==> src/rtl/hazard_controller_if.sv <==
// Hazard controller signal bundle: pipeline register addresses and controls in, forwarding/stall/flush/memory handshake out.
// master drives the i_* side (pipeline), slave is the controller itself.
interface hazard_controller_if #(
  parameter int CNT_W = 16
);
  logic [4:0]       i_rs1_d;
  logic [4:0]       i_rs2_d;
  logic [4:0]       i_rs1_e;
  logic [4:0]       i_rs2_e;
  logic [4:0]       i_rd_e;
  logic [1:0]       i_result_src_e;
  logic             i_pc_src_e;
  logic [4:0]       i_rd_m;
  logic [4:0]       i_rd_w;
  logic             i_reg_write_m;
  logic             i_reg_write_w;
  logic             i_mem_access_m;
  logic             i_dmem_ready;
  logic [1:0]       o_forward_a_e;
  logic [1:0]       o_forward_b_e;
  logic             o_stall_f;
  logic             o_stall_d;
  logic             o_stall_e;
  logic             o_stall_m;
  logic             o_flush_d;
  logic             o_flush_e;
  logic             o_flush_w;
  logic             o_dmem_req;
  logic             o_mem_fault;
  logic [CNT_W-1:0] o_stall_count;

  modport master (
    output i_rs1_d, i_rs2_d, i_rs1_e, i_rs2_e, i_rd_e, i_result_src_e, i_pc_src_e,
           i_rd_m, i_rd_w, i_reg_write_m, i_reg_write_w, i_mem_access_m, i_dmem_ready,
    input  o_forward_a_e, o_forward_b_e, o_stall_f, o_stall_d, o_stall_e, o_stall_m,
           o_flush_d, o_flush_e, o_flush_w, o_dmem_req, o_mem_fault, o_stall_count
  );

  modport slave (
    input  i_rs1_d, i_rs2_d, i_rs1_e, i_rs2_e, i_rd_e, i_result_src_e, i_pc_src_e,
           i_rd_m, i_rd_w, i_reg_write_m, i_reg_write_w, i_mem_access_m, i_dmem_ready,
    output o_forward_a_e, o_forward_b_e, o_stall_f, o_stall_d, o_stall_e, o_stall_m,
           o_flush_d, o_flush_e, o_flush_w, o_dmem_req, o_mem_fault, o_stall_count
  );
endinterface

==> src/rtl/hazard_controller.sv <==
// RV32I hazard unit: same-cycle forwarding, load-use/branch stall-flush, data-memory wait FSM with timeout fault.
// All outputs combinational except o_mem_fault and o_stall_count; memory backpressure freezes F/D/E/M and bubbles W.
module hazard_controller #(
  parameter int MEM_TIMEOUT = 16,
  parameter int CNT_W       = 16
) (
  input logic               i_clk,
  input logic               i_rst,
  hazard_controller_if.slave hz
);
  localparam int WCW = $clog2(MEM_TIMEOUT + 1);
  localparam logic [WCW-1:0] WCNT_LAST = WCW'(MEM_TIMEOUT - 1);

  localparam logic [1:0] ST_IDLE  = 2'd0;
  localparam logic [1:0] ST_WAIT  = 2'd1;
  localparam logic [1:0] ST_FAULT = 2'd2;

  logic [1:0]       state_q, state_d;
  logic [WCW-1:0]   wcnt_q, wcnt_d;
  logic             fault_q, fault_d;
  logic [CNT_W-1:0] cnt_q, cnt_d;

  logic [1:0] fwd_a, fwd_b;
  logic       lw_stall, mem_stall, req;
  logic       stall_f, stall_d, stall_e, stall_m;
  logic       flush_d, flush_e, flush_w;

  always_comb begin
    fwd_a = 2'b00;
    if (hz.i_rs1_e != 5'd0 && hz.i_reg_write_m && hz.i_rd_m == hz.i_rs1_e)
      fwd_a = 2'b10;
    else if (hz.i_rs1_e != 5'd0 && hz.i_reg_write_w && hz.i_rd_w == hz.i_rs1_e)
      fwd_a = 2'b01;
    fwd_b = 2'b00;
    if (hz.i_rs2_e != 5'd0 && hz.i_reg_write_m && hz.i_rd_m == hz.i_rs2_e)
      fwd_b = 2'b10;
    else if (hz.i_rs2_e != 5'd0 && hz.i_reg_write_w && hz.i_rd_w == hz.i_rs2_e)
      fwd_b = 2'b01;
  end

  assign lw_stall = (hz.i_result_src_e == 2'b01) && (hz.i_rd_e != 5'd0) &&
                    ((hz.i_rd_e == hz.i_rs1_d) || (hz.i_rd_e == hz.i_rs2_d));

  // wcnt_q counts completed request cycles without ready; ready in cycle MEM_TIMEOUT still completes
  always_comb begin
    state_d   = state_q;
    wcnt_d    = wcnt_q;
    req       = 1'b0;
    mem_stall = 1'b0;
    case (state_q)
      ST_IDLE: begin
        req = hz.i_mem_access_m;
        if (hz.i_mem_access_m && !hz.i_dmem_ready) begin
          mem_stall = 1'b1;
          state_d   = ST_WAIT;
          wcnt_d    = WCW'(1);
        end
      end
      ST_WAIT: begin
        req = 1'b1;
        if (hz.i_dmem_ready) begin
          state_d = ST_IDLE;
          wcnt_d  = '0;
        end else begin
          mem_stall = 1'b1;
          if (wcnt_q == WCNT_LAST) state_d = ST_FAULT;
          else                     wcnt_d  = wcnt_q + 1'b1;
        end
      end
      ST_FAULT: mem_stall = 1'b1;
      default:  state_d   = ST_IDLE;
    endcase
  end

  assign fault_d = fault_q | (state_d == ST_FAULT);

  // A stalled branch/load-use stays in E/D and is reconsidered once memory releases
  always_comb begin
    stall_f = 1'b0; stall_d = 1'b0; stall_e = 1'b0; stall_m = 1'b0;
    flush_d = 1'b0; flush_e = 1'b0; flush_w = 1'b0;
    if (mem_stall) begin
      stall_f = 1'b1; stall_d = 1'b1; stall_e = 1'b1; stall_m = 1'b1;
      flush_w = 1'b1;
    end else if (hz.i_pc_src_e) begin
      flush_d = 1'b1; flush_e = 1'b1;
    end else if (lw_stall) begin
      stall_f = 1'b1; stall_d = 1'b1; flush_e = 1'b1;
    end
  end

  assign cnt_d = (stall_f && cnt_q != {CNT_W{1'b1}}) ? cnt_q + 1'b1 : cnt_q;

  always_ff @(posedge i_clk or posedge i_rst) begin
    if (i_rst) begin
      state_q <= ST_IDLE;
      wcnt_q  <= '0;
      fault_q <= 1'b0;
      cnt_q   <= '0;
    end else begin
      state_q <= state_d;
      wcnt_q  <= wcnt_d;
      fault_q <= fault_d;
      cnt_q   <= cnt_d;
    end
  end

  assign hz.o_forward_a_e = i_rst ? 2'b00 : fwd_a;
  assign hz.o_forward_b_e = i_rst ? 2'b00 : fwd_b;
  assign hz.o_stall_f     = ~i_rst & stall_f;
  assign hz.o_stall_d     = ~i_rst & stall_d;
  assign hz.o_stall_e     = ~i_rst & stall_e;
  assign hz.o_stall_m     = ~i_rst & stall_m;
  assign hz.o_flush_d     = ~i_rst & flush_d;
  assign hz.o_flush_e     = ~i_rst & flush_e;
  assign hz.o_flush_w     = ~i_rst & flush_w;
  assign hz.o_dmem_req    = ~i_rst & req;
  assign hz.o_mem_fault   = ~i_rst & fault_q;
  assign hz.o_stall_count = i_rst ? '0 : cnt_q;
endmodule

==> src/flat_wrapper.sv <==
// flat-port wrapper written by rule: the top's interface ports become plain ports
module hazard_controller_flat 
#(
  parameter int MEM_TIMEOUT = 16,
  parameter int CNT_W       = 16
)
  (i_clk, i_rst, hz_i_rs1_d, hz_i_rs2_d, hz_i_rs1_e, hz_i_rs2_e, hz_i_rd_e, hz_i_result_src_e, hz_i_pc_src_e, hz_i_rd_m, hz_i_rd_w, hz_i_reg_write_m, hz_i_reg_write_w, hz_i_mem_access_m, hz_i_dmem_ready, hz_o_forward_a_e, hz_o_forward_b_e, hz_o_stall_f, hz_o_stall_d, hz_o_stall_e, hz_o_stall_m, hz_o_flush_d, hz_o_flush_e, hz_o_flush_w, hz_o_dmem_req, hz_o_mem_fault, hz_o_stall_count);
  hazard_controller_if #(.CNT_W(CNT_W)) hz_i ();
  input logic i_clk;
  input logic i_rst;
  input wire logic [$bits(hz_i.i_rs1_d)-1:0] hz_i_rs1_d;
  input wire logic [$bits(hz_i.i_rs2_d)-1:0] hz_i_rs2_d;
  input wire logic [$bits(hz_i.i_rs1_e)-1:0] hz_i_rs1_e;
  input wire logic [$bits(hz_i.i_rs2_e)-1:0] hz_i_rs2_e;
  input wire logic [$bits(hz_i.i_rd_e)-1:0] hz_i_rd_e;
  input wire logic [$bits(hz_i.i_result_src_e)-1:0] hz_i_result_src_e;
  input wire logic [$bits(hz_i.i_pc_src_e)-1:0] hz_i_pc_src_e;
  input wire logic [$bits(hz_i.i_rd_m)-1:0] hz_i_rd_m;
  input wire logic [$bits(hz_i.i_rd_w)-1:0] hz_i_rd_w;
  input wire logic [$bits(hz_i.i_reg_write_m)-1:0] hz_i_reg_write_m;
  input wire logic [$bits(hz_i.i_reg_write_w)-1:0] hz_i_reg_write_w;
  input wire logic [$bits(hz_i.i_mem_access_m)-1:0] hz_i_mem_access_m;
  input wire logic [$bits(hz_i.i_dmem_ready)-1:0] hz_i_dmem_ready;
  output wire logic [$bits(hz_i.o_forward_a_e)-1:0] hz_o_forward_a_e;
  output wire logic [$bits(hz_i.o_forward_b_e)-1:0] hz_o_forward_b_e;
  output wire logic [$bits(hz_i.o_stall_f)-1:0] hz_o_stall_f;
  output wire logic [$bits(hz_i.o_stall_d)-1:0] hz_o_stall_d;
  output wire logic [$bits(hz_i.o_stall_e)-1:0] hz_o_stall_e;
  output wire logic [$bits(hz_i.o_stall_m)-1:0] hz_o_stall_m;
  output wire logic [$bits(hz_i.o_flush_d)-1:0] hz_o_flush_d;
  output wire logic [$bits(hz_i.o_flush_e)-1:0] hz_o_flush_e;
  output wire logic [$bits(hz_i.o_flush_w)-1:0] hz_o_flush_w;
  output wire logic [$bits(hz_i.o_dmem_req)-1:0] hz_o_dmem_req;
  output wire logic [$bits(hz_i.o_mem_fault)-1:0] hz_o_mem_fault;
  output wire logic [$bits(hz_i.o_stall_count)-1:0] hz_o_stall_count;
  assign hz_i.i_rs1_d = hz_i_rs1_d;
  assign hz_i.i_rs2_d = hz_i_rs2_d;
  assign hz_i.i_rs1_e = hz_i_rs1_e;
  assign hz_i.i_rs2_e = hz_i_rs2_e;
  assign hz_i.i_rd_e = hz_i_rd_e;
  assign hz_i.i_result_src_e = hz_i_result_src_e;
  assign hz_i.i_pc_src_e = hz_i_pc_src_e;
  assign hz_i.i_rd_m = hz_i_rd_m;
  assign hz_i.i_rd_w = hz_i_rd_w;
  assign hz_i.i_reg_write_m = hz_i_reg_write_m;
  assign hz_i.i_reg_write_w = hz_i_reg_write_w;
  assign hz_i.i_mem_access_m = hz_i_mem_access_m;
  assign hz_i.i_dmem_ready = hz_i_dmem_ready;
  assign hz_o_forward_a_e = hz_i.o_forward_a_e;
  assign hz_o_forward_b_e = hz_i.o_forward_b_e;
  assign hz_o_stall_f = hz_i.o_stall_f;
  assign hz_o_stall_d = hz_i.o_stall_d;
  assign hz_o_stall_e = hz_i.o_stall_e;
  assign hz_o_stall_m = hz_i.o_stall_m;
  assign hz_o_flush_d = hz_i.o_flush_d;
  assign hz_o_flush_e = hz_i.o_flush_e;
  assign hz_o_flush_w = hz_i.o_flush_w;
  assign hz_o_dmem_req = hz_i.o_dmem_req;
  assign hz_o_mem_fault = hz_i.o_mem_fault;
  assign hz_o_stall_count = hz_i.o_stall_count;
  hazard_controller #(.MEM_TIMEOUT(MEM_TIMEOUT), .CNT_W(CNT_W)) u_core (.i_clk(i_clk), .i_rst(i_rst), .hz(hz_i));
endmodule
==> config.mk <==
export PLATFORM = sky130hd
export DESIGN_NAME = hazard_controller_flat
export DESIGN_NICKNAME = d
export VERILOG_FILES = /design/src/rtl/hazard_controller_if.sv /design/src/rtl/hazard_controller.sv /design/src/flat_wrapper.sv
export SDC_FILE = /design/constraint.sdc
export NUM_CORES = 1
export LEC_CHECK = 0
export ABC_AREA = 1
export CAP_MARGIN = 0
export CORE_MARGIN = 2
export CORE_UTILIZATION = 25
export CTS_CLUSTER_SIZE = 8
export DETAILED_ROUTE_END_ITERATION = 10
export GPL_TIMING_DRIVEN = 0
export MAX_ROUTING_LAYER = met4
export RECOVER_POWER = 50
export REMOVE_ABC_BUFFERS = 1
export SETUP_SLACK_MARGIN = 0.5
export SLEW_MARGIN = 10
export SYNTH_ARGS = -nofsm -noshare
export SYNTH_HDL_FRONTEND = slang
export SYNTH_SLANG_ARGS = --single-unit
==> constraint.sdc <==
create_clock -name i_clk -period 1.75 [get_ports i_clk]
set_clock_uncertainty 0.05 [all_clocks]
set_input_delay 0.2625 -clock i_clk [delete_from_list [all_inputs] [get_ports i_clk]]
set_output_delay 0.2625 -clock i_clk [all_outputs]
set_load 0.01 [all_outputs]
After elaboration in Yosys (flattened, before gate mapping)
Cells that the tools add are included.

Add/sub/neg operators: 2. Divide/modulo/power cells: 0. Multiply operators: 0. Reduce and logical (&&, ||, !) cells: 20. Order comparisons: 0. Equal/unequal tests: 14. Shifts and indexed selects: 0. Bitwise operators: 8. Mux-type cells: 27.

Operator list (number): 5-bit == test (6); 16-bit by 1-bit adder with 16-bit output (second input constant) (1); 16-bit 2-to-1 mux (1); 16-bit != test (second input constant) (1); 5-bit 2-to-1 mux (3); 5-bit nonzero test (3); 2-bit 2-to-1 mux (7); 1-bit logical AND (12); 1-bit 2-to-1 mux (12); 5-bit case mux with 2 select lines (1); 1-bit AND (6); 2-bit case mux with 3 select lines (1); 5-bit by 1-bit adder with 5-bit output (second input constant) (1); 5-bit by 4-bit == test with 1-bit output (second input constant) (1); 2-bit by 1-bit == test with 1-bit output (second input constant) (2); 2-bit == test (second input constant) (2); 3-bit != test (second input constant) (1); 1-bit case mux with 3 select lines (1); 3-bit AND reduction (1); 2-bit logical NOT (1); 2-bit by 1-bit != test with 1-bit output (second input constant) (1); 1-bit case mux with 2 select lines (1); 2-bit nonzero test (1); 1-bit logical NOT (1); other kinds (3) (3).

Memories: 0. Register bits after elaboration: 24. Output and inout port bits: 29. Bits in latches: 0. ROM bits: 0. Bits in writable memories: 0. Logic and storage cells: 75.

Depth between registers and ports, before layout
Gate-level depths: netlist (run 1).

Depth in word-level cells: 7. Mapped depth: 12.

Least setup slack after synthesis (run 1)
OpenSTA, ideal clock, no wires.

Path type: input-to-output. Start point: input i_rst. End point: output hz_o_forward_b_e[0]. Slack: -122 ps. Path buffers: 0. Data required time: 1437 ps. Stages on the path: 5. Arrival: 1560 ps. Path through: inv_1 nand2_1 a211oi_1 nand2_1 nor3b_1.

Cells in the longest elaborated chain, start to end: 1.

Ends and longest elaborated chain: start, declared (line flat_wrapper.sv:10) `input logic i_rst;`; 2-bit 2-to-1 mux (line hazard_controller.sv:108) `assign hz.o_forward_b_e = i_rst ? 2'b00 : fwd_b;`; end, declared (line flat_wrapper.sv:25) `output wire logic [$bits(hz_i.o_forward_b_e)-1:0] hz_o_forward_b_e;`.

No other way between the ends.

Final worst setup path (run 1)
Start point: register u_core.state_q[0]. End point: output hz_o_flush_d.

Cells in the longest elaborated chain, start to end: 4.

Ends and longest elaborated chain: start, declared (line hazard_controller.sv:18) `logic [1:0] state_q, state_d;`; start signal, assigned (line hazard_controller.sv:100) `state_q <= state_d;`; 2-bit == test (tied with other cells) (line hazard_controller.sv:50) `case (state_q)`; 1-bit case mux with 3 select lines (*) (line hazard_controller.sv:50); 1-bit 2-to-1 mux (*) (line hazard_controller.sv:81) `if (mem_stall) begin`; 1-bit AND (*) (line hazard_controller.sv:113) `assign hz.o_flush_d = ~i_rst & flush_d;`; end, declared (line flat_wrapper.sv:30) `output wire logic [$bits(hz_i.o_flush_d)-1:0] hz_o_flush_d;`.

Every way passes the cells marked *; elsewhere a longest branch is shown, timed or not.

==> out/metrics.csv, run 1 <==
stage;metric;value;unit
run_status;failing_checks;setup timing;
synth;syn_inst;326;
clock_tree;tritoncts.num_buffers;3;
floorplanning;die_w;95.5;um
worst_setup_path;setup.worst_path.end_class;output port;
floorplanning;effective_utilization_at_floorplan;25.6;%
placed_design;pre_cts_slack;-2230;ps
synth;syn-mean-instance-area;6.41;um2
clock_tree;tritoncts_clock_tree;done;
worst_hold_path;hold_path_class;in -> async;
synth;synth_area;0.00209;mm2
timing;final_setup_vio_count;5;
detailed_routing;route.detailed.drc;0;
clock_tree;hold_buffers;0;
floorplanning;die_y;95.5;um
final_layout;most-common-layout-cells;73 x sky130_fd_sc_hd__nand2_1, 41 x sky130_fd_sc_hd__buf_4, 38 x sky130_fd_sc_hd__nor2_1, 28 x sky130_fd_sc_hd__buf_2, 26 x sky130_fd_sc_hd__nand3_1;
final_layout;layout.cells.most_common;sky130_fd_sc_hd__nand2_1;
clock_tree;cts.clk_slew.worst_paths;80;ps
timing;finalCritPeriodShare;101;%
global_routing;grt_max_degree;25;
placed_design;place.port_buffers;72;
global_routing;via_count_of_the_first_global_routing_pass;2415;
clock_tree;cts.htree.levels;1;
floorplanning;io-pin-count;73;
detailed_routing;drt-initial-drc-count;73;
clock_tree;cts.sinks;24;
worst_setup_path;critPathMaxFanout;3;
timing;setup_tns;-60.7;ps
detailed_routing;postRouteWirelength;7210;um
final_layout;nFillCells;833;
final_layout;final_util;45.1;%
synth;yosysWarnings;0;
final_layout;num-nets-final;504;
worst_setup_path;crit_required;1440;ps
timing;worst-slew-pin-transition;761;ps
detailed_routing;route.antenna.remaining_nets;0;
detailed_routing;post_dr_vias_cell;4.57;
detailed_routing;drt_first_pass_iters;4;
global_routing;aggregate_global_routing_overflow;0;
final_layout;n_antenna_cell;0;
timing;slew_violations;0;
detailed_routing;route.detailed.wl_per_inst;12.9;um
detailed_routing;num_vias;2559;
floorplanning;die_footprint;0.00911;mm2
power;power;1.23;mW
clock_tree;insertion_delay;280;ps
final_layout;fraction_of_final_layout_cells_with_drive_strength_greater_than_1;44.4;%
power;peakVddDrop;0.000227;V
floorplanning;fp-row-count;33;
power;cellPowerDensity;332;mW/mm2
placed_design;dp_hpwl;4360;um
floorplanning;core_region_area;0.00818;mm2
timing;final-hold-violation-count;0;
clock_tree;cts.path.max_buffers;2;
synth;yosysUniqueCellTypes;34;
clock_tree;cts_root_buf;sky130_fd_sc_hd__clkbuf_8;
final_layout;area.growth.synth_to_final;76.3;%
global_routing;grt_antenna_before_repair;0;
global_routing;groute.usage.overall;14.9;%
power;leakage;1.87;nW
run_status;run_status;complete, but fails checks;
worst_setup_path;cp-start-kind;flip-flop;
timing;fmaxAchievable;564;MHz
worst_setup_path;path_class;reg -> out;
global_routing;grt_pass1_wl;10800;um
timing;final_worst_hold_slack;166;ps
run;drv_cap;0;
timing;final.setup.worst_slack;-23.8;ps
timing;timing.final.crit_period;1770;ps
timing;slew-limit-headroom;49.2;%
worst_setup_path;worstPathArrival;1460;ps
synth;ys_seq_elements;24;
synth;ys_seq_area_share;28.7;%
timing;rsz0062_at_grt;true;
placed_design;globalplace.congestion;0.817;
-- final timing paths --
check | from | end | cells past startpoint | slack [ps]
max | u_core.state_q[0] | hz_o_flush_d | 6 | -20
min | i_rst | u_core.wcnt_q[4] | 4 | 170
max reg2reg | u_core.state_q[1] | u_core.cnt_q[8] | 9 | 20
min reg2reg | u_core.fault_q | u_core.fault_q | 2 | 420
max in group asynchronous | i_rst | u_core.cnt_q[6] | 2 | 960
min in group i_clk | u_core.fault_q | u_core.fault_q | 2 | 420
-- flip-flops by register name, indices dropped and copies added (netlist names) --
name and cells:
u_core.wcnt_q 5, u_core.fault_q 1, u_core.state_q 2, u_core.cnt_q 16
-- synth_stat cells --
cell type / instances / area, um2
sky130_fd_sc_hd__buf_6: 1 / 11.3
sky130_fd_sc_hd__nor2_2: 1 / 6.26
sky130_fd_sc_hd__nand2_1: 88 / 330
sky130_fd_sc_hd__nor3b_1: 1 / 7.51
sky130_fd_sc_hd__or2_2: 1 / 6.26
sky130_fd_sc_hd__nor4_1: 1 / 6.26
sky130_fd_sc_hd__nor2_1: 50 / 188
sky130_fd_sc_hd__buf_2: 1 / 5.00
sky130_fd_sc_hd__o21ai_0: 5 / 25.0
sky130_fd_sc_hd__ha_1: 3 / 37.5
sky130_fd_sc_hd__a21oi_1: 5 / 25.0
sky130_fd_sc_hd__o221ai_1: 2 / 17.5
sky130_fd_sc_hd__nor3b_2: 1 / 12.5
sky130_fd_sc_hd__inv_1: 50 / 188
sky130_fd_sc_hd__o22ai_1: 5 / 31.3
sky130_fd_sc_hd__o21a_1: 1 / 7.51
sky130_fd_sc_hd__nand2_2: 2 / 12.5
sky130_fd_sc_hd__xor2_1: 16 / 140
sky130_fd_sc_hd__nand4_4: 1 / 21.3
sky130_fd_sc_hd__nand2_4: 1 / 11.3
sky130_fd_sc_hd__buf_4: 4 / 30.0
sky130_fd_sc_hd__nor3_4: 1 / 16.3
sky130_fd_sc_hd__nand4_1: 2 / 12.5
sky130_fd_sc_hd__nand3b_1: 3 / 22.5
sky130_fd_sc_hd__clkbuf_1: 2 / 7.51
sky130_fd_sc_hd__o2111ai_1: 1 / 8.76
sky130_fd_sc_hd__a211oi_1: 3 / 22.5
sky130_fd_sc_hd__nand3_1: 30 / 150
sky130_fd_sc_hd__xnor2_1: 7 / 61.3
sky130_fd_sc_hd__a22oi_1: 1 / 7.51
sky130_fd_sc_hd__nor3_1: 8 / 40.0
sky130_fd_sc_hd__dfrtp_1: 24 / 601
sky130_fd_sc_hd__nor3_2: 1 / 10.0
sky130_fd_sc_hd__inv_2: 3 / 11.3
-- repair_timing --
| item | in CTS | in global routing |
|---|---|---|
| gates resized for setup | 282 | 97 |
| setup buffers | 41 | 19 |
| cloned | 1 | 1 |
| pin swaps | 38 | 32 |
| endpoints found under the setup margin | 77 | 53 |
-- cell type report --
class / count / area, um2 / share of cell area, %
Tap cell: 105 / 131 / 3.56
Inverter: 53 / 228 / 6.18
Clock buffer: 3 / 41.3 / 1.12
Timing Repair Buffer: 133 / 1080 / 29.4
Timing Repair inverter: 1 / 5.00 / 0.136
Multi-Input combinational cell: 241 / 1600 / 43.3
Sequential cell: 24 / 601 / 16.3
-- critical path, cell delays in order (launching register included) --
cell	delay, ps
sky130_fd_sc_hd__dfrtp_1	430
sky130_fd_sc_hd__nand2_2	120
sky130_fd_sc_hd__nor2_4	50
sky130_fd_sc_hd__nor3b_4	250
sky130_fd_sc_hd__nand2_2	100
sky130_fd_sc_hd__nor2_1	110
sky130_fd_sc_hd__buf_2	140
-- per-stage QoR --
stage               instance area [um2]  instances
CTS                                3290        540
global route                       3690        560
floorplan                          2040        318
detailed placement                 2890        495
global placement                   2890        495
finish                             3690        560
-- where the power goes --
group / switching, mW / internal (mW)
clock: 0.194 / 0.155
sequential: 0.00197 / 0.556
combinational: 0.159 / 0.159
total: 0.356 / 0.870
-- layer usage --
| layer | up-vias | GRT usage, % | wire (um) |
|---|---|---|---|
| li1 | 1283 | - | - |
| met1 | 1208 | 18.2 | 3150 |
| met2 | 59 | 26.5 | 3730 |
| met3 | 9 | 2.06 | 269 |
| met4 | 0 | 2.74 | 59 |
| met5 | - | - | 0 |
-- cell families (layout without fill, tap and decap cells) --
| group | count (synthesis) | in the layout | share of synthesized area (%) |
|---|---|---|---|
| and+or+nand+nor | 192 | 192 | 40.8 |
| adders and majority gates | 3 | 3 | 1.80 |
| xor gates and xnor gates | 23 | 23 | 9.63 |
| DFF | 24 | 24 | 28.7 |
| buffers and inverters | 61 | 190 | 12.1 |
| AOI/OAI and AO/OA | 23 | 23 | 6.94 |
Note: power is estimated with default switching activity, not from simulation.
==> run 2, diff against run 1 <==
- CORE_UTILIZATION: 25 -> 40
- PLACE_DENSITY: unset -> 0.72
==> run 2 against run 1 <==
Compared with the run above:
- the run still ends with setup timing left
- non-clock buffer count stayed put
- final cell count is 5.9% lower
- combinational power is 5% lower
- critical path depth stayed put
- register-to-register slack hardly changed
- fmax is 0.16% lower
- global-route usage is 9.1 points higher
- first-iteration DRC count is 38% higher
- sequential cell count stayed put
- wire length is 0.86% higher
- largest cell class unchanged
- highest routed layer unchanged
==> out/metrics.csv, run 2 (same netlist as run 1, synthesis figures left out) <==
stage;metric;value;unit
final_layout;num-nets-final;505;
final_layout;layout.cells.most_common;sky130_fd_sc_hd__nand2_1;
run;drv_cap;0;
final_layout;fraction_of_final_layout_cells_with_drive_strength_greater_than_1;46.4;%
worst_setup_path;worstPathArrival;1460;ps
detailed_routing;drt_first_pass_iters;4;
final_layout;largestRegisters;u_core.cnt_q x16, u_core.wcnt_q x5, u_core.state_q x2;
power;peakVddDrop;0.000294;V
detailed_routing;route.antenna.remaining_nets;0;
worst_hold_path;hold_path_class;in -> async;
clock_tree;cts.path.max_buffers;2;
final_layout;final_cell_area;0.00362;mm2
detailed_routing;routedLengthMet1;2930;um
worst_setup_path;path_class;reg -> out;
placed_design;place.port_buffers;72;
final_layout;largest_register;u_core.cnt_q;
detailed_routing;dr_wl_met2;3830;um
timing;finalCritPeriodShare;102;%
detailed_routing;post_dr_vias_cell;4.92;
clock_tree;tritoncts.num_buffers;3;
timing;rsz0062_at_grt;true;
clock_tree;cts_root_buf;sky130_fd_sc_hd__clkbuf_8;
detailed_routing;maxUsedRoutingLayer;met4;
timing;final.setup.worst_slack;-26.6;ps
global_routing;grt_pass1_wl;11400;um
clock_tree;hold_buffers;0;
detailed_routing;route.detailed.drc;0;
detailed_routing;met3RoutedLength;422;um
worst_setup_path;worst_r2r_path_depth;9;
timing;slew_violations;0;
clock_tree;cts.htree.levels;1;
floorplanning;io-pin-count;73;
floorplanning;effective_utilization_at_floorplan;41.2;%
floorplanning;core_region_area;0.00507;mm2
worst_setup_path;cp-start-kind;flip-flop;
timing;worst-slew-pin-transition;626;ps
clock_tree;insertion_delay;280;ps
timing;final_setup_vio_count;4;
global_routing;grt_max_degree;25;
detailed_routing;postRouteWirelength;7270;um
run_status;failing_checks;setup timing;
floorplanning;fp-row-count;26;
detailed_routing;drt-initial-drc-count;101;
power;leakage;1.87;nW
global_routing;aggregate_global_routing_overflow;0;
worst_setup_path;critical_path.reg2reg.endpoint;u_core.cnt_q[6];
final_layout;area.growth.synth_to_final;73.3;%
floorplanning;die_w;76.3;um
timing;timing.final.crit_period;1780;ps
global_routing;grt_antenna_before_repair;0;
placed_design;placement.cell_area;0.00285;mm2
final_layout;n_antenna_cell;0;
run_status;run_status;complete, but fails checks;
timing;slew-limit-headroom;58.0;%
global_routing;via_count_of_the_first_global_routing_pass;2522;
clock_tree;cts.clk_slew.worst_paths;90;ps
detailed_routing;num_vias;2595;
worst_setup_path;critPathMaxFanout;4;
final_layout;largest_register_ff_count;16;
worst_setup_path;regToRegStartpoint;u_core.state_q[1];
timing;final-hold-violation-count;0;
worst_setup_path;crit_required;1440;ps
detailed_routing;route.detailed.wl_per_inst;13.8;um
worst_setup_path;setup.worst_path.end_class;output port;
floorplanning;die_footprint;0.00582;mm2
worst_setup_path;timing.reg2reg.setup_slack;30;ps
clock_tree;cts.sinks;24;
placed_design;globalplace.congestion;0.818;
placed_design;pre_cts_slack;-2080;ps
clock_tree;tritoncts_clock_tree;done;
power;cellPowerDensity;347;mW/mm2
timing;fmaxAchievable;563;MHz
final_layout;most-common-layout-cells;73 x sky130_fd_sc_hd__nand2_1, 41 x sky130_fd_sc_hd__buf_4, 37 x sky130_fd_sc_hd__nor2_1, 30 x sky130_fd_sc_hd__buf_2, 24 x sky130_fd_sc_hd__nand3_1;
placed_design;dp_hpwl;4030;um
global_routing;groute.usage.overall;24.0;%
floorplanning;die_y;76.3;um
run 2: cell types whose count changed in the layout (fill, tap and decap cells not counted), sizes merged:
| cell | previous run | this run |
|---|---|---|
| clkdlybuf4s15 | 4 | 2 |
| buf | 99 | 98 |
| clkbuf | 15 | 19 |
| clkdlybuf4s50 | 5 | 3 |
| dlygate4sd2 | 13 | 15 |
| nand2 | 91 | 92 |
run 2: area by class of cell:
cell class	count	area, um2
clock buffers	4	55.1
fillers	449	1450
inverters	53	230
multi-input cells	242	1590
flip-flops and latches	24	602
well taps	70	87.6
repair buffers	133	1050
repair inverters	1	5.00
run 2: through the flow:
step	setup TNS [ps]	hold slack [ps]	total power, mW	util (%)	cells
floorplan	-136	244	0.675	-	318
global placement	-41170	403	0.839	56.1	460
detailed placement	-42430	408	0.841	56.1	460
CTS	-74.9	141	1.23	65.7	509
global route	-1640	58.0	1.33	71.4	527
finish	-102	24.9	1.26	71.4	527
run 2: critical path, stage by stage (launching register included):
cell and delay (ps):
sky130_fd_sc_hd__dfrtp_2 450, sky130_fd_sc_hd__nand2_4 100, sky130_fd_sc_hd__nor2_4 40, sky130_fd_sc_hd__nor3b_4 270, sky130_fd_sc_hd__nand2_2 90, sky130_fd_sc_hd__a21oi_2 100, sky130_fd_sc_hd__buf_2 130
run 2: metal layers:
metal,up-vias,track usage (%)
met5,-,-
met4,0,4.18
met3,8,5.33
met2,81,42.4
met1,1216,28.5
li1,1290,-
run 2: how the worst max path moves through the flow:
stage	from	end	slack [ps]	cells after the start
CTS	u_core.state_q[0]	hz_o_stall_e	-20	4
global route	u_core.state_q[1]	hz_o_flush_e	-160	6
detailed placement	i_rst	hz_o_forward_b_e[0]	-2080	7
global placement	i_rst	hz_o_forward_b_e[0]	-2080	7
floorplan	i_rst	hz_o_forward_b_e[0]	-120	5
finish	u_core.state_q[0]	hz_o_flush_e	-30	6
run 2: timing repair:
action                     4_1_cts  5_1_grt
gates resized for setup        294       92
buffers inserted                44       16
setup endpoints to repair       77       52
cloned                           1        2
pin swaps                       55       30
run 2: report_power, final:
| group | leakage [nW] | total, mW | switching, mW | internal [mW] |
|---|---|---|---|---|
| logic | 1.53 | 0.303 | 0.156 | 0.147 |
| registers | 0.304 | 0.559 | 0.00282 | 0.556 |
| clock network | 0.0288 | 0.396 | 0.194 | 0.202 |
==> run 3, diff against run 2 <==
- CELL_PAD_IN_SITES_DETAIL_PLACEMENT: unset -> 1
- CELL_PAD_IN_SITES_GLOBAL_PLACEMENT: unset -> 1
- CORE_UTILIZATION: 40 -> 31
- PLACE_DENSITY: 0.72 -> unset
- PLACE_DENSITY_LB_ADDON: unset -> 0.1
==> run 3 against run 2 <==
Compared with the run above:
- the run still ends with setup timing left
- worst hold slack improved by 370 ps
- largest cell class unchanged
- sequential cell count is the same
- critical endpoint unchanged
- critical path type unchanged
- count of clock-buffer cells in the layout decreased by 1
==> out/metrics.csv, run 3 (same netlist as run 1, synthesis figures left out) <==
stage;metric;value;unit
power;peakVddDrop;0.000228;V
final_layout;final_util;58.7;%
final_layout;fraction_of_final_layout_cells_with_drive_strength_greater_than_1;51.5;%
timing;slew_violations;0;
final_layout;multi_input_area;0.00170;mm2
placed_design;placement.cell_area;0.00285;mm2
timing;setup_tns;-236;ps
floorplanning;core_region_area;0.00642;mm2
timing;final-hold-violation-count;0;
placed_design;placed_cells_incl_taps;467;
timing;timing.final.crit_period;1800;ps
worst_setup_path;setup.worst_path.end_class;output port;
worst_setup_path;path_buf_inv;1;
worst_setup_path;path_class;reg -> out;
power;cellPowerDensity;324;mW/mm2
placed_design;globalplace.congestion;0.837;
timing;final_worst_hold_slack;393;ps
floorplanning;die_y;86.1;um
final_layout;largest_register;u_core.cnt_q;
worst_setup_path;crit_path_cell_trace;nand2_2 > nor2_4 > nor3b_4 > nand2_2 > a21oi_2 > buf_2;
run_status;failing_checks;setup timing;
run;drv_cap;0;
final_layout;n_antenna_cell;0;
global_routing;via_count_of_the_first_global_routing_pass;2742;
floorplanning;die_footprint;0.00742;mm2
timing;rsz0062_at_grt;true;
final_layout;layout.cells.most_common;sky130_fd_sc_hd__nand2_1;
clock_tree;cts.sinks;24;
floorplanning;fp-row-count;29;
global_routing;grt_max_degree;25;
power;power;1.22;mW
worst_setup_path;worstPathArrival;1480;ps
final_layout;num-nets-final;515;
final_layout;final_std_cells_w_o_fill;543;
floorplanning;effective_utilization_at_floorplan;32.6;%
power;leakage;1.95;nW
worst_setup_path;crit_required;1440;ps
clock_tree;tritoncts_clock_tree;done;
final_layout;largest_register_ff_count;16;
clock_tree;cts.clk_slew.worst_paths;90;ps
detailed_routing;route.detailed.wl_per_inst;17.0;um
detailed_routing;post_dr_vias_cell;4.99;
detailed_routing;drt-initial-drc-count;60;
clock_tree;tritoncts.num_buffers;3;
worst_hold_path;hold_path_class;in -> async;
global_routing;grt_antenna_before_repair;0;
worst_setup_path;slowest_delay;420;ps
detailed_routing;drt_first_pass_iters;4;
final_layout;final-seq-area;606;um2
worst_setup_path;largest_delay_share_family_worst_path;simple AND/OR/NAND/NOR gates;
global_routing;grt_pass1_wl;12900;um
timing;finalCritPeriodShare;103;%
detailed_routing;num_vias;2711;
clock_tree;cts_root_buf;sky130_fd_sc_hd__clkbuf_8;
detailed_routing;postRouteWirelength;9250;um
final_layout;nFillCells;813;
global_routing;aggregate_global_routing_overflow;0;
detailed_routing;route.detailed.drc;0;
run_status;run_status;complete, but fails checks;
timing;slew-limit-headroom;48.4;%
timing;worst-slew-pin-transition;774;ps
clock_tree;cts.path.max_buffers;2;
timing;fmaxAchievable;557;MHz
worst_setup_path;crit_path_top_delay_cell;sky130_fd_sc_hd__dfrtp_1;
timing;final_setup_vio_count;8;
worst_setup_path;cp-start-kind;flip-flop;
final_layout;area.growth.synth_to_final;80.3;%
detailed_routing;route.antenna.remaining_nets;0;
timing;final.setup.worst_slack;-45.5;ps
placed_design;place.port_buffers;72;
final_layout;most-common-layout-cells;54 x sky130_fd_sc_hd__nand2_1, 48 x sky130_fd_sc_hd__buf_4, 35 x sky130_fd_sc_hd__nor2_1, 31 x sky130_fd_sc_hd__buf_2, 29 x sky130_fd_sc_hd__nand2_2;
placed_design;dp_hpwl;4920;um
final_layout;final_cell_area;0.00377;mm2
clock_tree;insertion_delay;280;ps
placed_design;pre_cts_slack;-2250;ps
worst_setup_path;critPathMaxFanout;4;
floorplanning;die_w;86.1;um
worst_setup_path;worst_path_most_repeated_cell;sky130_fd_sc_hd__nand2_2;
final_layout;largestRegisters;u_core.cnt_q x16, u_core.wcnt_q x5, u_core.state_q x2;
global_routing;groute.usage.overall;22.4;%
floorplanning;io-pin-count;73;
clock_tree;cts.htree.levels;1;
run 3: changes by cell type in the layout (fill, tap and decap cells not counted), moves of 3 or more:
| cell | previous run | this run |
|---|---|---|
| sky130_fd_sc_hd__dfrtp_1 | 23 | 20 |
| sky130_fd_sc_hd__nand2_1 | 73 | 54 |
| sky130_fd_sc_hd__nand2_2 | 9 | 29 |
| sky130_fd_sc_hd__dfrtp_2 | 1 | 4 |
| sky130_fd_sc_hd__buf_4 | 41 | 48 |
run 3: cell type report:
type	instances	area share, %
clock buffer	3	1.10
inverter	53	5.91
multi-input combinational	244	45.0
timing repair inverter	1	0.133
timing repair buffer	141	29.2
sequential	24	16.1
tap	77	2.56
run 3: final timing paths:
path / endpoint / slack (ps) / depth (start not counted) / from
max: hz_o_flush_e / -50 / 6 / u_core.state_q[0]
min: u_core.cnt_q[10] / 390 / 2 / i_rst
max reg2reg: u_core.cnt_q[6] / -10 / 8 / u_core.cnt_q[0]
min reg2reg: u_core.fault_q / 430 / 2 / u_core.fault_q
max in group asynchronous: u_core.wcnt_q[2] / 680 / 5 / i_rst
min in group i_clk: u_core.fault_q / 430 / 2 / u_core.fault_q
run 3: worst register-to-register path: stages, from the launching register on:
cell	delay, ps
sky130_fd_sc_hd__dfrtp_2	440
sky130_fd_sc_hd__ha_4	180
sky130_fd_sc_hd__nand2_4	60
sky130_fd_sc_hd__nor3_4	320
sky130_fd_sc_hd__nand4_4	200
sky130_fd_sc_hd__buf_12	210
sky130_fd_sc_hd__nand2_8	100
sky130_fd_sc_hd__nand2_2	60
sky130_fd_sc_hd__nand2_1	60
run 3: timing repair:
action,in CTS,in global routing
pin swaps,46,36
buffers inserted,46,22
gates cloned,2,3
gates resized for setup,315,85
hold endpoints to repair,0,0
hold buffers,0,0
setup endpoints to repair,77,53
run 3: layer usage:
metal / track usage [%] / routed length [um] / up-vias / share of wire (%)
li1: - / - / 1310 / -
met1: 26.1 / 3810 / 1315 / 41
met2: 41.6 / 4920 / 70 / 53
met3: 2.60 / 359 / 16 / 3.9
met4: 3.61 / 161 / 0 / 1.7
met5: - / 0 / - / 0
run 3: power by group:
| part | switching, mW | internal [mW] |
|---|---|---|
| clock | 0.195 | 0.155 |
| sequential | 0.00284 | 0.556 |
| combinational | 0.166 | 0.146 |
==> edit: new RTL, settings of run 1 <==
Put a register stage on the output `hz.o_mem_fault`, without a reset. The value now appears one clock later.
--- a/src/rtl/hazard_controller.sv
+++ b/src/rtl/hazard_controller.sv
@@ -115,5 +115,7 @@
   assign hz.o_flush_w     = ~i_rst & flush_w;
   assign hz.o_dmem_req    = ~i_rst & req;
-  assign hz.o_mem_fault   = ~i_rst & fault_q;
+  always_ff @(posedge i_clk) begin
+    hz.o_mem_fault <= ~i_rst & fault_q;
+  end
   assign hz.o_stall_count = i_rst ? '0 : cnt_q;
 endmodule
Check against the original RTL: same outputs for any inputs over 10 cycles, from zero or initial values and one cycle with i_rst high; that may be too few to reach the edited logic, so the function may still have changed.
==> edit against run 1 <==
  * Power increased by 3.8%
  * Setup slack better by 0.012 ns
  * The run still ends with setup timing left
  * Cell area rose by 7.7%
  * Wire length grew 16%
  * Clock power is 3% higher
  * Critical path depth unchanged
  * Area after synthesis increased by 1.9%
  * Sequential cell count up 1
==> edit: results (changes against run 1) <==
| Metric | Value |
|---|---|
| Status | complete, but fails checks (unchanged) |
| Failing checks | setup timing (unchanged) |
| Reg area | 624 um^2 (was 601 um^2) |
| Final worst setup slack | -0.0114 ns (was -0.0238 ns) |
| Vias in the first global route | 2,643 (was 2,415) |
| Crit Reg-Reg Endpoint | u_core.cnt_q[1]$_DFFE_PP0P_ (was u_core.cnt_q[8]$_DFFE_PP0P_) |
| Comb_multi_in | 250 (was 241) |
| Area contributors post-synth | dfrtp_1, nand2_1, inv_1, nor2_1, nand3_1 (unchanged) |
| Met1 WL | 3430 um (was 3150 um) |
| Power Dens Cells | 320 mW/mm^2 (was 332 mW/mm^2) |
| Non-CTS inverters | 57 (was 54) |
| Layout cells sized above 1 | 50.4% (was 44.4%) |
| Grt met3 use | 1.17% (was 2.06%) |
| Register share of total power | 45.8% (was 45.6%) |
| Met2 wire length | 4400 um (was 3730 um) |
| Wire length on met3 | 436 um (was 269 um) |
| Met1 Use GR | 20.9% (was 18.2%) |
| Worst slew margin | 46.5% (was 49.2%) |
| Setup violators final | 6 (was 5) |
| Fillers | 825 (was 833) |
| Avg Inst Size Synth | 6.34 um^2 (was 6.41 um^2) |
| Via count | 2,741 (was 2,559) |
| Area growth from synthesis to layout | 86.4% (was 76.3%) |
| Seq Cell Count | 25 (was 24) |
| Setup_tns | -0.0342 ns (was -0.0607 ns) |
| Hold slack final | 0.392 ns (was 0.166 ns) |
| Clock transition at path regs | 0.10 ns (was 0.08 ns) |
| P_leak | 0.00200 uW (was 0.00187 uW) |
| Layout clock buffers | 4 (was 3) |
-- edit: cell types whose count changed in the layout (fill, tap and decap cells not counted), sizes merged, moves of 3 or more --
| cell | run 1 | this run |
|---|---|---|
| clkbuf | 15 | 19 |
| buf | 99 | 106 |
| a211oi | 3 | 0 |
| nand2 | 91 | 99 |
| dlygate4sd2 | 13 | 16 |
| clkdlybuf4s15 | 4 | 0 |
-- edit: cells by family (layout without fill, tap and decap cells) --
| family | count (synthesis) | after routing | synth area share [%] |
|---|---|---|---|
| AOI/OAI and AO/OA | 19 | 19 | 5.76 |
| DFF | 25 | 25 | 29.1 |
| and+or+nand+nor | 204 | 207 | 42.0 |
| buffers and inverters | 64 | 203 | 12.7 |
| xor gates and xnor gates | 21 | 21 | 8.64 |
| adders and majority gates | 3 | 3 | 1.76 |
-- edit: timing repair --
item | CTS | global route
buffers inserted | 51 | 17
setup endpoints to repair | 78 | 52
cloned | 5 | 1
pin swaps | 64 | 43
hold buffers | 0 | 1
hold endpoints to repair | 0 | 11
gates resized for setup | 347 | 84
